## src/rtl/dmem_arb_pkg.sv

```systemverilog
// Shared types and default sizing for the data-memory arbiter.
package dmem_arb_pkg;

    typedef enum logic [1:0] {IDLE, CORE_OWN, HOST_OWN} arb_state_t;
    typedef enum logic {CORE, HOST} requester_t;

    localparam int AW_D        = 8;
    localparam int DW_D        = 8;
    localparam int MAX_BURST_D = 4;

endpackage

```

## src/rtl/dmem_arb_if.sv

```systemverilog
// Request/grant/memory bundle between the two requesters, the arbiter and the data memory.
interface dmem_arb_if
    import dmem_arb_pkg::*;
#(
    parameter int AW = AW_D,
    parameter int DW = DW_D
) ();

    logic          core_req;
    logic          core_we;
    logic [AW-1:0] core_addr;
    logic [DW-1:0] core_wdata;
    logic          core_gnt;
    logic          core_rvalid;

    logic          host_req;
    logic          host_we;
    logic [AW-1:0] host_addr;
    logic [DW-1:0] host_wdata;
    logic          host_gnt;
    logic          host_rvalid;

    logic [DW-1:0] rdata;

    logic          mem_en;
    logic          mem_we;
    logic [AW-1:0] mem_addr;
    logic [DW-1:0] mem_wdata;
    logic [DW-1:0] mem_rdata;

    // Requesters and memory side
    modport master (
        output core_req, core_we, core_addr, core_wdata,
        output host_req, host_we, host_addr, host_wdata,
        output mem_rdata,
        input  core_gnt, core_rvalid, host_gnt, host_rvalid, rdata,
        input  mem_en, mem_we, mem_addr, mem_wdata
    );

    // Arbiter side
    modport slave (
        input  core_req, core_we, core_addr, core_wdata,
        input  host_req, host_we, host_addr, host_wdata,
        input  mem_rdata,
        output core_gnt, core_rvalid, host_gnt, host_rvalid, rdata,
        output mem_en, mem_we, mem_addr, mem_wdata
    );

endinterface

```

## src/rtl/dmem_arbiter_sat_counter.sv

```systemverilog
// Saturating event counter for the arbiter statistics; only built with DMEM_ARB_STATS_EN.
`ifdef DMEM_ARB_STATS_EN
module sat_counter #(
    parameter int W = 16
) (
    input  logic         clk,
    input  logic         rst_n,
    input  logic         inc,
    output logic [W-1:0] count
);

    always_ff @(posedge clk or negedge rst_n) begin
        if (!rst_n) begin
            count <= '0;
        end else if (inc && (count != '1)) begin
            count <= count + 1'b1;
        end
    end

endmodule
`endif

```

## src/rtl/dmem_arbiter.sv

```systemverilog
// Round-robin arbiter with bounded bursts for the single-port data memory (core vs host).
// Optional grant/conflict statistics outputs under DMEM_ARB_STATS_EN.
module dmem_arbiter
    import dmem_arb_pkg::*;
#(
    parameter int AW        = AW_D,
    parameter int DW        = DW_D,
    parameter int MAX_BURST = MAX_BURST_D
) (
    input  logic        CLK,
    input  logic        RST_N,
    dmem_arb_if.slave   bus
`ifdef DMEM_ARB_STATS_EN
    ,
    output logic [15:0] core_grants,
    output logic [15:0] host_grants,
    output logic [15:0] conflicts
`endif
);

    localparam logic [3:0] MAXB = 4'(MAX_BURST);

    arb_state_t    state, state_nx;
    requester_t    last_served;
    logic [3:0]    burst_cnt, burst_nx;
    logic          gnt_c, gnt_h;
    logic          crv, hrv;
    logic          we_sel;
    logic [AW-1:0] addr_sel;
    logic [DW-1:0] wdata_sel;

    always_comb begin
        gnt_c    = 1'b0;
        gnt_h    = 1'b0;
        state_nx = state;
        burst_nx = burst_cnt;

        unique case (state)
            IDLE: begin
                if (bus.core_req && (!bus.host_req || last_served == HOST)) gnt_c = 1'b1;
                else if (bus.host_req)                                       gnt_h = 1'b1;
            end
            CORE_OWN: begin
                if (bus.core_req && (burst_cnt < MAXB || !bus.host_req)) gnt_c = 1'b1;
                else if (bus.host_req)                                   gnt_h = 1'b1;
            end
            HOST_OWN: begin
                if (bus.host_req && (burst_cnt < MAXB || !bus.core_req)) gnt_h = 1'b1;
                else if (bus.core_req)                                   gnt_c = 1'b1;
            end
            default: ;
        endcase

        if (!RST_N) begin
            gnt_c = 1'b0;
            gnt_h = 1'b0;
        end

        // Staying with the current owner extends its run; any switch restarts at 1.
        if (gnt_c) begin
            state_nx = CORE_OWN;
            burst_nx = (state != CORE_OWN) ? 4'd1 :
                       (burst_cnt == MAXB) ? MAXB : burst_cnt + 4'd1;
        end else if (gnt_h) begin
            state_nx = HOST_OWN;
            burst_nx = (state != HOST_OWN) ? 4'd1 :
                       (burst_cnt == MAXB) ? MAXB : burst_cnt + 4'd1;
        end else begin
            state_nx = IDLE;
            burst_nx = 4'd0;
        end
    end

    always_comb begin
        we_sel    = 1'b0;
        addr_sel  = '0;
        wdata_sel = '0;
        if (gnt_c) begin
            we_sel    = bus.core_we;
            addr_sel  = bus.core_addr;
            wdata_sel = bus.core_wdata;
        end else if (gnt_h) begin
            we_sel    = bus.host_we;
            addr_sel  = bus.host_addr;
            wdata_sel = bus.host_wdata;
        end
    end

    always_ff @(posedge CLK or negedge RST_N) begin
        if (!RST_N) begin
            state       <= IDLE;
            burst_cnt   <= '0;
            last_served <= HOST;
            crv         <= 1'b0;
            hrv         <= 1'b0;
        end else begin
            state     <= state_nx;
            burst_cnt <= burst_nx;
            if (gnt_c)      last_served <= CORE;
            else if (gnt_h) last_served <= HOST;
            crv <= gnt_c && !bus.core_we;
            hrv <= gnt_h && !bus.host_we;
        end
    end

    assign bus.core_gnt    = gnt_c;
    assign bus.host_gnt    = gnt_h;
    assign bus.core_rvalid = crv;
    assign bus.host_rvalid = hrv;
    assign bus.rdata       = bus.mem_rdata;
    assign bus.mem_en      = gnt_c | gnt_h;
    assign bus.mem_we      = we_sel;
    assign bus.mem_addr    = addr_sel;
    assign bus.mem_wdata   = wdata_sel;

`ifdef DMEM_ARB_STATS_EN
    sat_counter #(.W(16)) u_core_cnt (
        .clk(CLK), .rst_n(RST_N), .inc(gnt_c), .count(core_grants)
    );
    sat_counter #(.W(16)) u_host_cnt (
        .clk(CLK), .rst_n(RST_N), .inc(gnt_h), .count(host_grants)
    );
    sat_counter #(.W(16)) u_conf_cnt (
        .clk(CLK), .rst_n(RST_N), .inc(bus.core_req & bus.host_req), .count(conflicts)
    );
`endif

endmodule

```

## src/flat_wrapper.sv

```systemverilog
// flat-port wrapper written by rule: the top's interface ports become plain ports
module dmem_arbiter_flat import dmem_arb_pkg::*;
#(
    parameter int AW        = AW_D,
    parameter int DW        = DW_D,
    parameter int MAX_BURST = MAX_BURST_D
)
  (CLK, RST_N, bus_core_req, bus_core_we, bus_core_addr, bus_core_wdata, bus_host_req, bus_host_we, bus_host_addr, bus_host_wdata, bus_mem_rdata, bus_core_gnt, bus_core_rvalid, bus_host_gnt, bus_host_rvalid, bus_rdata, bus_mem_en, bus_mem_we, bus_mem_addr, bus_mem_wdata);
  dmem_arb_if #(.AW(AW), .DW(DW)) bus_i ();
  input  logic CLK;
  input  logic RST_N;
  input wire logic [$bits(bus_i.core_req)-1:0] bus_core_req;
  input wire logic [$bits(bus_i.core_we)-1:0] bus_core_we;
  input wire logic [$bits(bus_i.core_addr)-1:0] bus_core_addr;
  input wire logic [$bits(bus_i.core_wdata)-1:0] bus_core_wdata;
  input wire logic [$bits(bus_i.host_req)-1:0] bus_host_req;
  input wire logic [$bits(bus_i.host_we)-1:0] bus_host_we;
  input wire logic [$bits(bus_i.host_addr)-1:0] bus_host_addr;
  input wire logic [$bits(bus_i.host_wdata)-1:0] bus_host_wdata;
  input wire logic [$bits(bus_i.mem_rdata)-1:0] bus_mem_rdata;
  output wire logic [$bits(bus_i.core_gnt)-1:0] bus_core_gnt;
  output wire logic [$bits(bus_i.core_rvalid)-1:0] bus_core_rvalid;
  output wire logic [$bits(bus_i.host_gnt)-1:0] bus_host_gnt;
  output wire logic [$bits(bus_i.host_rvalid)-1:0] bus_host_rvalid;
  output wire logic [$bits(bus_i.rdata)-1:0] bus_rdata;
  output wire logic [$bits(bus_i.mem_en)-1:0] bus_mem_en;
  output wire logic [$bits(bus_i.mem_we)-1:0] bus_mem_we;
  output wire logic [$bits(bus_i.mem_addr)-1:0] bus_mem_addr;
  output wire logic [$bits(bus_i.mem_wdata)-1:0] bus_mem_wdata;
  assign bus_i.core_req = bus_core_req;
  assign bus_i.core_we = bus_core_we;
  assign bus_i.core_addr = bus_core_addr;
  assign bus_i.core_wdata = bus_core_wdata;
  assign bus_i.host_req = bus_host_req;
  assign bus_i.host_we = bus_host_we;
  assign bus_i.host_addr = bus_host_addr;
  assign bus_i.host_wdata = bus_host_wdata;
  assign bus_i.mem_rdata = bus_mem_rdata;
  assign bus_core_gnt = bus_i.core_gnt;
  assign bus_core_rvalid = bus_i.core_rvalid;
  assign bus_host_gnt = bus_i.host_gnt;
  assign bus_host_rvalid = bus_i.host_rvalid;
  assign bus_rdata = bus_i.rdata;
  assign bus_mem_en = bus_i.mem_en;
  assign bus_mem_we = bus_i.mem_we;
  assign bus_mem_addr = bus_i.mem_addr;
  assign bus_mem_wdata = bus_i.mem_wdata;
  dmem_arbiter #(.AW(AW), .DW(DW), .MAX_BURST(MAX_BURST)) u_core (.CLK(CLK), .RST_N(RST_N), .bus(bus_i));
endmodule
```

## config.mk

```make
export PLATFORM = sky130hd
export DESIGN_NAME = dmem_arbiter_flat
export DESIGN_NICKNAME = d
export VERILOG_FILES = /design/src/rtl/dmem_arb_pkg.sv /design/src/rtl/dmem_arb_if.sv /design/src/rtl/dmem_arbiter_sat_counter.sv /design/src/rtl/dmem_arbiter.sv /design/src/flat_wrapper.sv
export SDC_FILE = /design/constraint.sdc
export NUM_CORES = 1
export LEC_CHECK = 0
export ABC_AREA = 1
export CAP_MARGIN = 30
export CORE_MARGIN = 10
export CORE_UTILIZATION = 31
export CTS_CLUSTER_DIAMETER = 60
export DETAILED_ROUTE_END_ITERATION = 16
export PLACE_DENSITY = 0.86
export SETUP_SLACK_MARGIN = 0.02
export SLEW_MARGIN = 20
export SYNTH_ARGS = -nofsm -noshare
export SYNTH_HDL_FRONTEND = slang
export SYNTH_SLANG_ARGS = --single-unit
```

## constraint.sdc

```tcl
create_clock -name CLK -period 1.46 [get_ports CLK]
set_clock_uncertainty 0.05 [all_clocks]
set_input_delay 0.146 -clock CLK [delete_from_list [all_inputs] [get_ports CLK]]
set_output_delay 0.146 -clock CLK [all_outputs]
set_load 0.01 [all_outputs]
```

==> impl_metrics.yaml <==
layout:
  regArea_um2: 226.5
  antennaDiodeCount: 0
  n_fill_cell: 228
  area_growth_pct: 100.4
  nets: 264
  final_area_mm2: 0.001750
  drive_gt1_share_pct: 35.35
  multi_input_comb_area_um2: 566.8
logic_synthesis:
  synth_area_um2: 873.3
  synth-seq-cells: 9
  ys_async_sr_fraction_pct: 100.0
  yosys_warnings: 0
  synth_cell_types: 23
  synthesis.nets: 186
  synth_area_leaders: "dfrtp_1 23%, nand2_1 22%, nand3_1 14%"
  synth_ff_type: "dfrtp_1"
  synth_edf_count: 0
  yosysTopAreaCell: "dfrtp_1"
  ys_seq_area_share_pct: 25.93
  syn-instance-count: 138
  syn_area_per_cell_um2: 6.329
  synth.top_cell.area_share_pct: 22.92
run:
  max-cap-violations: 0
timing:
  finalHoldViolations: 0
  period_needed_ns: 1.849
  fmax_ghz: 0.5408
  worst_pin_slew_ns: 0.2158
  timing_max_transition_violations_final: 0
  whs_ns: 0.2420
  max_slew_margin_pct: 85.57
  post-route-period-util_pct: 126.7
  setup_ws_ns: -0.3893
  grt_setup_unrepaired: "true"
  report.final.setup_viol: 27
  setup_tns_ns: -7.569
global_route:
  grt_overflow: 0
  gr-max-usage-layer: "met2"
  grt_pass1_wl_um: 5630
  grt_start_max_net_pins: 23
  met3_usage_pct: 4.626
  antenna_found_initial: 0
  grt_usage_pct: 12.86
  use_met1_pct: 12.85
  met2_usage_pct: 22.54
  grt_pass1_vias: 1308
floorplan:
  die_x_um: 73.08
  die_y_um: 73.08
  rows: 19
  dieArea_mm2: 0.005340
  start_util_pct: 31.95
  ios: 76
  coreArea_mm2: 0.002734
placed_design:
  gp_congestion: 0.8713
  portBuffers: 59
  dpl_cell_area_mm2: 0.001550
  dp_slack_ns: -0.7196
  hpwl_um: 2531
routing:
  antenna_left: 0
  wl_um: 3552
  route.detailed.vias_per_inst: 4.886
  drt_first_iter_violations: 91
  vias: 1202
  firstDrtPassIters: 4
  wire_per_inst_um: 14.44
  drc: 0
critical_path:
  r2r_slack_ns: -0.12
  reg2reg_to: "u_core.last_served"
  endpoint_kind: "primary output"
  crit_required_ns: 1.26
  critical-path-max-stage-delay_ns: 0.54
  r2r_cells: 13
  path_delay_family: "flip-flops"
  critPathArrivalTime_ns: 1.65
  cp_slowest_cell: "dfstp_2"
  cp_common_cell: "nand2_1"
  crit_chain: "inv_2 -> nand2_2 -> nand2_1 -> nand2_1 -> nand2_1 -> inv_2 -> nand2_8 -> buf_6 -> nand3_1 -> nand2_1 -> buf_6"
  r2r_start: "u_core.last_served"
  crit_buf_inv: 4
  start_kind: "flop"
  worstSetupPathType: "reg2out"
  path_max_fanout: 5
min_path:
  hold_path.startpoint: "bus_mem_rdata[2]"
  hp-class: "in2out"
  holdPathStages: 0
  holdPathEnd: "bus_rdata[2]"
clock_network:
  cts_buffer_depth: 2
  clk_latency_ns: 0.26
  cts-root-buf: "clkbuf_4"
  clk_pin_slew_ns: 0.06
  cts_tree: "built"
  cts-htree-levels: 1
  clock-sinks: 9
  cts_buffers: 3
outcome:
  violations: "negative setup slack"
  outcome: "finished with violations"
pwr:
  p_leak_nw: 0.9139
  cellPowerDensity_mw_per_mm2: 754.7
  vdd_drop_max_mv: 0.5236
==> layout by cell type (no fill, tap or decap), drive strengths merged <==
cell type      instances
nand2                 55
buf                   47
clkdlybuf4s50         39
nand3                 26
inv                   13
dfrtp                  8
nor2                   7
nand4                  4
clkbuf                 4
o21ai                  3
o211ai                 2
ha                     2
and3                   1
xnor2                  1
a31oi                  1
or2                    1
dfstp                  1
==> kinds of logic (layout without fill, tap and decap cells) <==
| logic type | Yosys count | after routing | share of synthesized area [%] |
|---|---|---|---|
| AO/OA/AOI/OAI | 6 | 6 | 4.154 |
| XOR/XNOR | 1 | 1 | 1.003 |
| adder cells (fa/ha/maj) | 2 | 2 | 2.865 |
| buffers and inverters | 26 | 103 | 17.33 |
| flip-flops | 9 | 9 | 25.93 |
| AND/OR/NAND/NOR | 94 | 94 | 48.71 |
==> routing by layer <==
layer,vias to the layer above,part of all wire [%]
li1,589,-
met1,565,39
met2,42,51
met3,6,8.2
met4,0,1.5
met5,-,0
==> worst register-to-register path, delay by kind of cell, from the launching register on <==
family                 cells  cell delay [ns]
DFF                        1             0.54
buffers and inverters      5             0.46
and+or+nand+nor            8             0.48
==> registers in the layout, summed over array words and instances, names as in the netlist <==
name	flops
u_core.last_served	1
u_core.bus.core_rvalid	1
u_core.bus.host_rvalid	1
u_core.state	2
u_core.burst_cnt	4
==> area by class of cell <==
class / instances / area share, %
repair buffers: 86 / 47.25
multi-input cells: 103 / 32.38
flip-flops and latches: 9 / 12.94
inverters: 13 / 3.717
well taps: 31 / 2.216
clock buffers: 4 / 1.501
==> cells in the mapped netlist, types with 2 or more instances <==
cell type and count:
nor2_1 6, o211ai_1 2, dfrtp_1 8, nand2_2 2
nand3_1 25, nand4_1 4, o21ai_0 2, nand2_1 52
inv_1 12, clkbuf_1 2, ha_1 2, buf_4 10
==> per-stage QoR <==
step                utilization [%]  power (mW)  instances
global route                  64.03       1.419        246
CTS                           59.86       1.227        242
detailed placement            56.70      0.9312        231
floorplan                         -      0.5989        138
finish                        64.03       1.321        246
global placement              56.70      0.9233        231
==> worst max path at each step <==
| stage | from | end | cells past startpoint |
|---|---|---|---|
| floorplan | u_core.state[0] | bus_mem_addr[5] | 10 |
| global placement | bus_core_req | bus_mem_wdata[3] | 10 |
| detailed placement | bus_core_req | bus_mem_addr[2] | 10 |
| CTS | u_core.last_served | bus_mem_addr[1] | 11 |
| global route | u_core.state[0] | bus_mem_addr[3] | 11 |
| finish | u_core.last_served | bus_mem_addr[6] | 11 |
==> power by group <==
| group | switching, mW | leakage, nW | internal, mW | total (mW) |
|---|---|---|---|---|
| sequential | 0.0218 | 0.119 | 0.281 | 0.302 |
| combinational | 0.376 | 0.780 | 0.453 | 0.828 |
| clock | 0.0851 | 0.0150 | 0.105 | 0.190 |
==> what timing repair did <==
item                                    CTS  global route
gates resized for setup                 104            17
pin swaps                                15             7
endpoints found under the setup margin   20            28
cloned                                    2             0
buffers inserted                          5             4
hold buffers                              0             0
No activity file was read; power rests on OpenSTA's default activity.
